<file path="config.mk">
export PLATFORM = sky130hd
export DESIGN_NAME = line_draw_flat
export DESIGN_NICKNAME = d
export VERILOG_FILES = /design/src/rtl/line_draw_pkg.sv /design/src/rtl/line_draw_if.sv /design/src/rtl/line_draw.sv /design/src/flat_wrapper.sv
export SDC_FILE = /design/constraint.sdc
export NUM_CORES = 1
export LEC_CHECK = 0
export BUFFER_PORTS_ARGS = -buffer_cell sky130_fd_sc_hd__clkbuf_2
export CORE_MARGIN = 1
export CORE_UTILIZATION = 40
export DETAILED_ROUTE_END_ITERATION = 10
export HOLD_SLACK_MARGIN = 0.1
export MAX_ROUTING_LAYER = met4
export PLACE_DENSITY_LB_ADDON = 0.12
export SYNTH_ARGS = -nofsm -noshare
export SYNTH_HDL_FRONTEND = slang
export SYNTH_SLANG_ARGS = --single-unit
</file>
<file path="constraint.sdc">
create_clock -name CLK_IN -period 13.1 [get_ports CLK_IN]
set_clock_uncertainty 0.15 [all_clocks]
set_input_delay 2.62 -clock CLK_IN [delete_from_list [all_inputs] [get_ports CLK_IN]]
set_output_delay 2.62 -clock CLK_IN [all_outputs]
set_load 0.02 [all_outputs]
</file>
<file path="src/rtl/line_draw_pkg.sv">
// Shared types and constants for the line rasteriser and its memory controller.
package line_draw_pkg;

  localparam int unsigned H_RES   = 160;
  localparam int unsigned V_RES   = 120;
  localparam int unsigned COORD_W = 8;
  localparam int unsigned ERR_W   = 11;

  typedef logic [COORD_W-1:0]      coord_t;
  typedef logic signed [ERR_W-1:0] err_t;

  typedef enum logic [2:0] {
    ST_IDLE,
    ST_SETUP,
    ST_WAIT_ACK,
    ST_STEP,
    ST_DONE
  } state_t;

  typedef struct packed {
    coord_t x;
    coord_t y;
  } point_t;

  // Saturate a coordinate to the last valid pixel index of an axis of size lim.
  function automatic coord_t clamp_coord(input coord_t v, input int unsigned lim);
    if (32'(v) >= lim) begin
      return COORD_W'(lim - 32'd1);
    end
    return v;
  endfunction

  function automatic err_t to_err(input coord_t v);
    return $signed({{(ERR_W-COORD_W){1'b0}}, v});
  endfunction

  function automatic err_t abs_diff(input coord_t a, input coord_t b);
    return (a > b) ? (to_err(a) - to_err(b)) : (to_err(b) - to_err(a));
  endfunction

endpackage

</file>
<file path="src/rtl/line_draw_if.sv">
// Command / pixel-write bus between a line requester, the rasteriser and the memory controller.
interface line_draw_if;
  import line_draw_pkg::*;

  logic   start;
  logic   abort;
  coord_t x0;
  coord_t y0;
  coord_t x1;
  coord_t y1;
  logic   wen_ack;
  coord_t xCoord_w;
  coord_t yCoord_w;
  logic   pix_valid;
  logic   busy;
  logic   done;

  modport master (
    output start, abort, x0, y0, x1, y1, wen_ack,
    input  xCoord_w, yCoord_w, pix_valid, busy, done
  );

  modport slave (
    input  start, abort, x0, y0, x1, y1, wen_ack,
    output xCoord_w, yCoord_w, pix_valid, busy, done
  );

endinterface

</file>
<file path="src/rtl/line_draw.sv">
// Bresenham line rasteriser: emits one framebuffer coordinate at a time and
// advances only after the memory controller acknowledges the write.
module line_draw #(
  parameter int unsigned H_RES = line_draw_pkg::H_RES,
  parameter int unsigned V_RES = line_draw_pkg::V_RES
) (
  input  logic       CLK_IN,
  input  logic       RST_N,
  line_draw_if.slave bus
);
  import line_draw_pkg::*;

  state_t     state_q, state_d;
  point_t     p0_q, p0_d;
  point_t     p1_q, p1_d;
  err_t       dx_q, dx_d;
  err_t       dy_q, dy_d;
  err_t       err_q, err_d;
  err_t       e2_c;
  logic       sx_neg_q, sx_neg_d;
  logic       sy_neg_q, sy_neg_d;
  logic [1:0] settle_q, settle_d;
  coord_t     x_q, x_d;
  coord_t     y_q, y_d;
  logic       pix_valid_q, pix_valid_d;
  logic       busy_q, busy_d;
  logic       done_q, done_d;

  // Next-state and next-output logic.
  always_comb begin
    state_d     = state_q;
    p0_d        = p0_q;
    p1_d        = p1_q;
    dx_d        = dx_q;
    dy_d        = dy_q;
    err_d       = err_q;
    sx_neg_d    = sx_neg_q;
    sy_neg_d    = sy_neg_q;
    settle_d    = settle_q;
    x_d         = x_q;
    y_d         = y_q;
    pix_valid_d = pix_valid_q;
    busy_d      = busy_q;
    done_d      = 1'b0;
    e2_c        = err_q <<< 1;

    case (state_q)
      ST_IDLE: begin
        if (bus.start && !bus.abort) begin
          p0_d    = '{x: clamp_coord(bus.x0, H_RES), y: clamp_coord(bus.y0, V_RES)};
          p1_d    = '{x: clamp_coord(bus.x1, H_RES), y: clamp_coord(bus.y1, V_RES)};
          busy_d  = 1'b1;
          state_d = ST_SETUP;
        end
      end

      ST_SETUP: begin
        dx_d        = abs_diff(p1_q.x, p0_q.x);
        dy_d        = -abs_diff(p1_q.y, p0_q.y);
        err_d       = dx_d + dy_d;
        sx_neg_d    = (p0_q.x >= p1_q.x);
        sy_neg_d    = (p0_q.y >= p1_q.y);
        x_d         = p0_q.x;
        y_d         = p0_q.y;
        settle_d    = 2'd0;
        pix_valid_d = 1'b1;
        state_d     = ST_WAIT_ACK;
      end

      // The controller compares through a register stage, so the first two
      // acknowledge samples after a coordinate change are stale.
      ST_WAIT_ACK: begin
        if (settle_q != 2'd2) begin
          settle_d = settle_q + 2'd1;
        end else if (bus.wen_ack) begin
          if (x_q == p1_q.x && y_q == p1_q.y) begin
            pix_valid_d = 1'b0;
            done_d      = 1'b1;
            state_d     = ST_DONE;
          end else begin
            state_d = ST_STEP;
          end
        end
      end

      ST_STEP: begin
        if (e2_c >= dy_q) begin
          err_d = err_d + dy_q;
          x_d   = sx_neg_q ? (x_q - COORD_W'(1)) : (x_q + COORD_W'(1));
        end
        if (e2_c <= dx_q) begin
          err_d = err_d + dx_q;
          y_d   = sy_neg_q ? (y_q - COORD_W'(1)) : (y_q + COORD_W'(1));
        end
        settle_d = 2'd0;
        state_d  = ST_WAIT_ACK;
      end

      ST_DONE: begin
        busy_d  = 1'b0;
        state_d = ST_IDLE;
      end

      default: begin
        state_d = ST_IDLE;
      end
    endcase

    // Cancel overrides everything, including an acknowledge in the same cycle.
    if (bus.abort && state_q != ST_IDLE) begin
      state_d     = ST_IDLE;
      pix_valid_d = 1'b0;
      busy_d      = 1'b0;
      done_d      = 1'b0;
      settle_d    = 2'd0;
    end
  end

  always_ff @(posedge CLK_IN or negedge RST_N) begin
    if (!RST_N) begin
      state_q     <= ST_IDLE;
      p0_q        <= '0;
      p1_q        <= '0;
      dx_q        <= '0;
      dy_q        <= '0;
      err_q       <= '0;
      sx_neg_q    <= 1'b0;
      sy_neg_q    <= 1'b0;
      settle_q    <= 2'd0;
      x_q         <= '0;
      y_q         <= '0;
      pix_valid_q <= 1'b0;
      busy_q      <= 1'b0;
      done_q      <= 1'b0;
    end else begin
      state_q     <= state_d;
      p0_q        <= p0_d;
      p1_q        <= p1_d;
      dx_q        <= dx_d;
      dy_q        <= dy_d;
      err_q       <= err_d;
      sx_neg_q    <= sx_neg_d;
      sy_neg_q    <= sy_neg_d;
      settle_q    <= settle_d;
      x_q         <= x_d;
      y_q         <= y_d;
      pix_valid_q <= pix_valid_d;
      busy_q      <= busy_d;
      done_q      <= done_d;
    end
  end

  assign bus.xCoord_w  = x_q;
  assign bus.yCoord_w  = y_q;
  assign bus.pix_valid = pix_valid_q;
  assign bus.busy      = busy_q;
  assign bus.done      = done_q;

endmodule

</file>
<file path="src/flat_wrapper.sv">
// flat-port wrapper written by rule: the top's interface ports become plain ports
module line_draw_flat import line_draw_pkg::*;
#(
  parameter int unsigned H_RES = line_draw_pkg::H_RES,
  parameter int unsigned V_RES = line_draw_pkg::V_RES
)
  (CLK_IN, RST_N, bus_start, bus_abort, bus_x0, bus_y0, bus_x1, bus_y1, bus_wen_ack, bus_xCoord_w, bus_yCoord_w, bus_pix_valid, bus_busy, bus_done);
  line_draw_if bus_i ();
  input  logic CLK_IN;
  input  logic RST_N;
  input wire logic [$bits(bus_i.start)-1:0] bus_start;
  input wire logic [$bits(bus_i.abort)-1:0] bus_abort;
  input wire logic [$bits(bus_i.x0)-1:0] bus_x0;
  input wire logic [$bits(bus_i.y0)-1:0] bus_y0;
  input wire logic [$bits(bus_i.x1)-1:0] bus_x1;
  input wire logic [$bits(bus_i.y1)-1:0] bus_y1;
  input wire logic [$bits(bus_i.wen_ack)-1:0] bus_wen_ack;
  output wire logic [$bits(bus_i.xCoord_w)-1:0] bus_xCoord_w;
  output wire logic [$bits(bus_i.yCoord_w)-1:0] bus_yCoord_w;
  output wire logic [$bits(bus_i.pix_valid)-1:0] bus_pix_valid;
  output wire logic [$bits(bus_i.busy)-1:0] bus_busy;
  output wire logic [$bits(bus_i.done)-1:0] bus_done;
  assign bus_i.start = bus_start;
  assign bus_i.abort = bus_abort;
  assign bus_i.x0 = bus_x0;
  assign bus_i.y0 = bus_y0;
  assign bus_i.x1 = bus_x1;
  assign bus_i.y1 = bus_y1;
  assign bus_i.wen_ack = bus_wen_ack;
  assign bus_xCoord_w = bus_i.xCoord_w;
  assign bus_yCoord_w = bus_i.yCoord_w;
  assign bus_pix_valid = bus_i.pix_valid;
  assign bus_busy = bus_i.busy;
  assign bus_done = bus_i.done;
  line_draw #(.H_RES(H_RES), .V_RES(V_RES)) u_core (.CLK_IN(CLK_IN), .RST_N(RST_N), .bus(bus_i));
endmodule
</file>
# After elaboration in Yosys (flattened, before gate mapping)
# Index checks and enable logic that the tools add are counted.
[totals] memories=0 register_bits=91 in_bits=37 ramBits=0 rom_bits=0 out_inout_bits=19 latchBits=0
[op_classes] n_mux=54 shifts=0 n_bitwise=0 n_mul=0 n_div=0 magnitude_cmp=10 n_reduce_logical=18 add_sub_neg=13 n_eq_ne=14
[ops] cell="$mux W8" n=12
[ops] cell="$mux W11" n=5
[ops] cell="$sub A8 B8 Y9" n=4
[ops] cell="$add A11 B11 Y11" n=3
[ops] cell="$pmux W8 S2" n=2
[ops] cell="$mux W1" n=23
[ops] cell="$pmux W11 S2" n=1
[ops] cell="$add A8 B1 Y8 const B" n=2
[ops] cell="$eq A8 B8 Y1" n=2
[ops] cell="$ge A8 B7 Y1 const B" n=2
[ops] cell="$ge A8 B8 Y1" n=2
[ops] cell="$ge A8 B8 Y1 const B" n=2
[ops] cell="$gt A8 B8 Y1" n=2
[ops] cell="$sub A8 B1 Y8 const B" n=2
[ops] cell="$mux W3" n=5
[ops] cell="$reduce_bool A3 Y1" n=4
[ops] cell="$ge A11 B11 Y1" n=1
[ops] cell="$le A11 B11 Y1" n=1
[ops] cell="$neg A11 Y11" n=1
[ops] cell="$reduce_and A2 Y1" n=5
[ops] cell="$ne A3 B1 Y1 const B" n=3
[ops] cell="$pmux W3 S3" n=1
[ops] cell="$eq A3 B2 Y1 const B" n=2
[ops] cell="$mux W2" n=2
[ops] cell="other kinds (16)" n=20

# Longest topological paths before layout
# Gate-level depths: netlist of run 1.
[depth] ltp_word=7 mapped_depth=22 depth_no_buf=22

# Least setup slack after synthesis of run 1
# OpenSTA, ideal clock, no wires.
[synth_timing] kind="reg2reg" start="register u_core.err_q[0]" end="register u_core.err_q[9]" setup_slack_ps=8312 stages_incl_launch_ff=20 synth_period_minus_slack_ps=4788 required_ps=12823 arrival_time_ps=4511 path_cell_list="dfrtp_1 ha_1 nor2b_1 o21a_1 o21a_1 o21ai_0 a21oi_1 o21bai_1 clkbuf_1 mux2_2 ha_1 a21oi_1 o21bai_1 a21oi_1 o21ai_0 o311a_1 o21a_1 or4b_2 o211ai_1 nor3b_1"
[synth_between] elab_chain_cells=6 word_cells_on_any_way=8
[synth_rtl] element="start, declared" line_no="line_draw.sv:18" source="err_t err_q, err_d;"
[synth_rtl] element="start signal, assigned" line_no="line_draw.sv:141" source="err_q <= err_d;"
[synth_rtl] element="$add A11 B11 Y11 or $ge A11 B11 Y1 (tied branches)" line_no="line_draw.sv:88, line_draw.sv:87"
[synth_rtl] element="$mux W11" line_no="line_draw.sv:87" source="if (e2_c >= dy_q) begin"
[synth_rtl] element="$mux W11" line_no="line_draw.sv:47" source="case (state_q)"
[synth_rtl] element="$add A11 B11 Y11" line_no="line_draw.sv:92" source="err_d = err_d + dx_q;"
[synth_rtl] element="$mux W11 (*)" line_no="line_draw.sv:91" source="if (e2_c <= dx_q) begin"
[synth_rtl] element="$pmux W11 S2 (*)" line_no="line_draw.sv:47"
# Mark *: on every way between the ends. The rest lies on a longest branch, timed or not. The select of a mux whose other input is x is not followed.
# A chain may end at the register's enable or synchronous reset.

# Worst setup path in the final report of run 1
# Ends and elaborated chain as after synthesis.

==> impl_metrics.toml, run 1 <==
[final_layout]
antenna_cells = 0
register_area_sq_um = 2202
drive_above_1_share_pct = 12.12
areaGrowthSynthToFinish_pct = 10.37
layout.cells.non_filler = 1247
fin_nets = 1113
nFillCells = 2023
multi_input_area_sq_um = 5388

[hold_path]
holdCritPathClass = "flop to flop"
hold_path_startpoint = "u_core.dy_q[9]"

[grt]
grt_pass1_vias = 6400
antenna_found_initial = 0
grt_max_degree = 61
grt_pass1_wl_mm = 33.59
gr-usage-all-layers_pct = 21.96
grt_overflow = 0

[timing]
setup_tns_ns = 0
min_period_ns = 4.951
hold_viol = 0
maxSlewHeadroom_pct = 23.39
drv_slew = 0
rsz0062_at_grt = "false"
fin_crit_sh_pct = 37.80
finalSetupViolations = 0
tightest_slew_ns = 1.146
fmax_ghz = 0.2020

[floorplan]
num_io_pins = 56
floorplan.initialDensity_pct = 40.94
core_region_area_sq_um = 19590
rows = 51
die_y_um = 143.6
die_area_sq_um = 20620
die_w_um = 143.6

[cts]
cts_sinks = 88
insertion_delay_ns = 0.36
cts_root_buf = "clkbuf_16"
holdBufCountCts = 0
path_clk_slew_ns = 0.07
cts_tree = "done"
cts_setup_buffers = 0
numCtsBuffers = 9
clock_path_buffers = 2
htree_levels = 3
cts.repair.resized = 0

[routing]
drc_errors = 0
drt-pass1-iter-count = 5
drtAntennaViolNets = 0
drtIter0Drc = 322
vias = 6712
wl_per_cell_um = 16.77
routed_via_density = 5.383
wl_mm = 20.91

[synth]
syn_avg_cell_area_sq_um = 8.569
netlist_area_sq_um = 8020
synthCells = 936
synth_top_cell_by_area = "dfrtp_1"
synthTopCellsByArea = "dfrtp_1, ha_1, o21ai_0"
ys.warnings.count = 0
ys_ff_latch = 88
synth_top_area_share_pct = 27.46
syn_nets = 1072
synth-seq-area-share_pct = 27.46
synth-main-ff-cell = "dfrtp_1"
synth_edf_count = 0
async_flop_share_pct = 100.0
ys_types = 82

[worst_setup_path]
timing.critical_path.from_type = "flop"
crit_chain = "ha_1 > nor2b_1 > o21a_1 > o21a_1 > o21ai_0 > a21oi_1 > o21bai_1 > buf_4 > mux2_2 > ha_1 > a21o_1 > a21oi_1 > o21bai_1 > a21oi_1 > o21ai_0 > o311a_1 > o21a_1 > or4b_2 > o211ai_1 > nor3b_1"
critPathLaunch = "u_core.err_q[0]"
worstPathArrival_ns = 5.03
cp_slowest_cell = "or4b_2"
worstSetupPathType = "flop to flop"
required_ns = 13.18
cpPeakStageDelay_ns = 0.62
cp_max_fo = 13
timing.rr.start = "u_core.err_q[0]"
end_kind = "flop"

[job]
maxCapViolCount = 0

[placement]
place_congestion = 0.9037
dp_cells = 1231
dp_hpwl_mm = 16.33
portBuffers = 55

[run_status]
status = "complete, no violations"
## routing by layer
metal	vias up	global-route usage, %	part of all wire (%)	routed length, um
met3	17	2.299	3.1	653
met2	112	34.82	45	9431
met1	3165	29.80	50	10560
li1	3418	-	-	-
met4	0	5.767	1.3	273
met5	-	-	0	0
## cell families (layout without fill, tap and decap cells)
logic type	after synthesis	after routing	synth area share (%)
adder cells (fa/ha/maj)	99	99	16.29
AND/OR/NAND/NOR	238	238	14.59
buffers and inverters	112	158	5.476
flip-flops	88	88	27.46
AO/OA/AOI/OAI	300	300	24.12
multiplexers	31	31	4.134
XOR/XNOR	68	68	7.941
## Yosys cell counts, types with 3 or more instances
library cell	number
nand2_1	68
nor2b_1	15
dfrtp_1	88
nor3_1	15
inv_1	79
o22ai_1	5
a211o_1	3
o211ai_1	7
xor2_1	29
a21o_1	25
buf_2	3
o21bai_1	8
buf_4	4
xnor2_1	36
nand3_1	10
or3_1	5
a211oi_1	5
a21boi_0	3
o22a_1	6
o21a_1	17
a21oi_1	70
clkbuf_1	25
a21oi_2	4
a211oi_2	3
nor2_1	62
nand2b_1	11
a31oi_1	5
nand4_1	13
mux2_2	17
ha_1	90
a41oi_1	3
and3_1	6
mux2i_1	14
nor4_1	7
fa_1	9
a311oi_1	3
o21ai_0	96
o31ai_1	4
and2_1	6
nand3b_1	4
## state kept, by name (all words and copies together) (netlist names)
signal	count
u_core.bus.busy	1
u_core.bus.done	1
u_core.bus.pix_valid	1
u_core.bus.xCoord_w	8
u_core.bus.yCoord_w	8
u_core.dx_q	9
u_core.dy_q	11
u_core.err_q	10
u_core.p0_q	16
u_core.p1_q	16
u_core.settle_q	2
u_core.state_q	3
u_core.sx_neg_q	1
u_core.sy_neg_q	1
## cell type report
cell class	instances	area share, %
Clock buffer	10	2.587
Clock inverter	6	0.7633
Multi-Input combinational cell	736	60.86
Sequential cell	88	24.88
Tap cell	265	3.746
Inverter	79	3.350
Timing Repair Buffer	63	3.816
## worst paths after layout
| kind | endpoint | slack [ns] | depth (start not counted) |
|---|---|---|---|
| max in group asynchronous | u_core.dx_q[2] | 9.58 | 2 |
| min reg2reg | u_core.dy_q[9] | 0.36 | 2 |
| max | u_core.err_q[9] | 8.15 | 20 |
| min in group asynchronous | u_core.dy_q[7] | 2.05 | 1 |
| max reg2reg | u_core.err_q[9] | 8.15 | 20 |
| min | u_core.dy_q[9] | 0.36 | 2 |
## metrics by stage
stage | setup WS (ns) | util [%] | cell area [sq um] | hold WS [ns]
after floorplan | 8.312 | - | 8020 | 0.3220
after global placement | 8.162 | 43.67 | 8556 | 0.3452
after detailed placement | 8.135 | 43.67 | 8556 | 0.3463
after CTS | 8.132 | 45.19 | 8852 | 0.3619
after global routing | 7.820 | 45.19 | 8852 | 0.3988
final | 8.149 | 45.19 | 8852 | 0.3560
## critical path, delay by kind of cell (launching register included)
family	cells	cell delay, ns
adder cells (fa/ha/maj)	2	0.58
buffers and inverters	1	0.22
AND/OR/NAND/NOR	3	0.82
AO/OA/AOI/OAI	13	2.26
flip-flops	1	0.42
multiplexers	1	0.39
## layout by cell type, fill, tap and decap left out, types with 15 or more instances in the layout
cell and count:
a21o_1 25, a21oi_1 70, clkbuf_2 54, dfrtp_1 88, ha_1 90, inv_1 79
mux2_2 17, nand2_1 68, nor2_1 61, nor2b_1 15, nor3_1 15, o21a_1 17
o21ai_0 96, xnor2_1 36, xor2_1 29
Power of run 1 is not shown: default switching activity piles up to over one toggle a cycle in this logic, so the estimate is an artifact.
==> inputs of run 2 (changes only) <==
Clock period 13.1 ns to 4.9 ns, I/O delays scaled along.
==> run 2 against run 1 <==
Setup slack lost 7.9 ns. Hold slack gained 0.0064 ns. Register-to-register slack got worse by 7.9 ns. Clock-buffer cell count increased by 2. Routed wire length fell by 0.86%. Die area is the same. First-iteration DRC count is 11% lower. Cell area is 1.4% higher. Non-clock buffer count increased by 10. Maximum frequency is 7.4% higher.
==> impl_metrics.toml, run 2 (synthesis gave the netlist of run 1 again) <==
[timing]
fin_crit_sh_pct = 94.08
fmax_ghz = 0.2169
hold_viol = 0
min_period_ns = 4.610
rsz0062_at_grt = "false"
setup_tns_ns = 0
finalSetupViolations = 0
maxSlewHeadroom_pct = 12.71
tightest_slew_ns = 1.309
drv_slew = 0

[worst_setup_path]
worstPathArrival_ns = 4.69
crit_chain = "inv_1 > ha_1 > nor2b_1 > o21a_1 > o21a_1 > o21ai_0 > a21oi_1 > o21bai_2 > mux2_2 > ha_1 > a21o_1 > a21oi_2 > o21bai_1 > a21oi_2 > o21ai_2 > o311a_1 > o21a_1 > or4b_2 > o211ai_1 > nor3b_1"
cp_slowest_cell = "or4b_2"
path_buf_inv = 1
cp_max_fo = 3
required_ns = 4.98
cpLargestDelayFamily = "compound AO/OA/AOI/OAI gates"
worstSetupPathType = "flop to flop"
end_kind = "flop"
cpMostUsedCell = "o21a_1"
cpPeakStageDelay_ns = 0.63
timing.critical_path.from_type = "flop"

[cts]
holdBufCountCts = 0
path_clk_slew_ns = 0.07
insertion_delay_ns = 0.35
cts_tree = "done"
clock_path_buffers = 2
htree_levels = 3
cts_root_buf = "clkbuf_16"
numCtsBuffers = 9
cts_sinks = 88

[placement]
place_congestion = 0.8719
dp_hpwl_mm = 16.39
dp_cells = 1241
portBuffers = 55

[routing]
drtAntennaViolNets = 0
vias = 6702
wl_mm = 20.73
drtIter0Drc = 287
wl_per_cell_um = 16.49
drt-pass1-iter-count = 4
routed_via_density = 5.332
drc_errors = 0

[final_layout]
nFillCells = 2032
final_cell_mix = "o21ai_0, dfrtp_1, ha_1, inv_1, nand2_1"
register_area_sq_um = 2202
antenna_cells = 0
layout.cells.most_common = "o21ai_0"
fin_nets = 1123
largest_registers = "u_core.p0_q x16, u_core.p1_q x16, u_core.dy_q x11"
areaGrowthSynthToFinish_pct = 11.89
layout.cells.non_filler = 1257
multi_input_area_sq_um = 5430
drive_above_1_share_pct = 14.01

[floorplan]
core_region_area_sq_um = 19590
rows = 51
die_area_sq_um = 20620
die_y_um = 143.6
floorplan.initialDensity_pct = 40.94
num_io_pins = 56
die_w_um = 143.6

[grt]
grt_overflow = 0
gr-usage-all-layers_pct = 22.17
antenna_found_initial = 0
grt_pass1_vias = 6486
grt_max_degree = 65
grt_pass1_wl_mm = 34.01

[job]
maxCapViolCount = 0

[run_status]
status = "complete, no violations"

[hold_path]
holdCritPathClass = "flop to flop"
## run 2: final cells by class
class,instances,area share [%]
clock buffers,12,2.747
flip-flops and latches,88,24.54
repair buffers,73,4.601
multi-input cells,736,60.51
well taps,265,3.695
inverters,79,3.305
clock inverters,4,0.5996
## run 2: routing by layer
layer  GRT usage, %  vias to the layer above  part of all wire (%)
li1               -                     3462                     -
met1          31.06                     3134                    52
met2          34.01                       92                    45
met3          1.999                       14                   2.0
met4          6.271                        0                   1.1
met5              -                        -                     0
## run 2: final timing paths
kind / cells after the start / end / startpoint / slack [ns]
setup / recovery: 20 / u_core.err_q[9] / u_core.dy_q[1] / 0.29
hold / removal: 1 / u_core.settle_q[1] / u_core.settle_q[1] / 0.36
setup reg to reg: 20 / u_core.err_q[9] / u_core.dy_q[1] / 0.29
hold reg to reg: 1 / u_core.settle_q[1] / u_core.settle_q[1] / 0.36
max in group asynchronous: 2 / u_core.bus.yCoord_w[3] / RST_N / 3.12
min in group asynchronous: 1 / u_core.dy_q[7] / RST_N / 0.59
## run 2: worst reg2reg max path, delay by kind of cell (launching register included)
family / cells / cell delay, ns
compound gates: 13 / 2.13
simple gates: 3 / 0.83
fa+ha+maj: 2 / 0.54
flops: 1 / 0.40
mux: 1 / 0.40
buf+inv: 1 / 0.07
## run 2: what timing repair did
item / 4_1_cts / 5_1_grt
setup endpoints to repair: 0 / 3
buffers inserted: 0 / 0
resized for setup: 0 / 15
## run 2: stage by stage
step	hold slack, ns	utilization [%]	setup WS, ns	instance area, sq um
after floorplan	0.3220	-	0.1116	8020
after global placement	0.3463	44.06	0.1102	8631
after detailed placement	0.3553	44.06	0.04889	8631
after CTS	0.3709	45.59	0.04126	8931
after global routing	0.3990	45.81	0.005235	8974
final	0.3624	45.81	0.2900	8974
Power of run 2 is left out for the same reason.
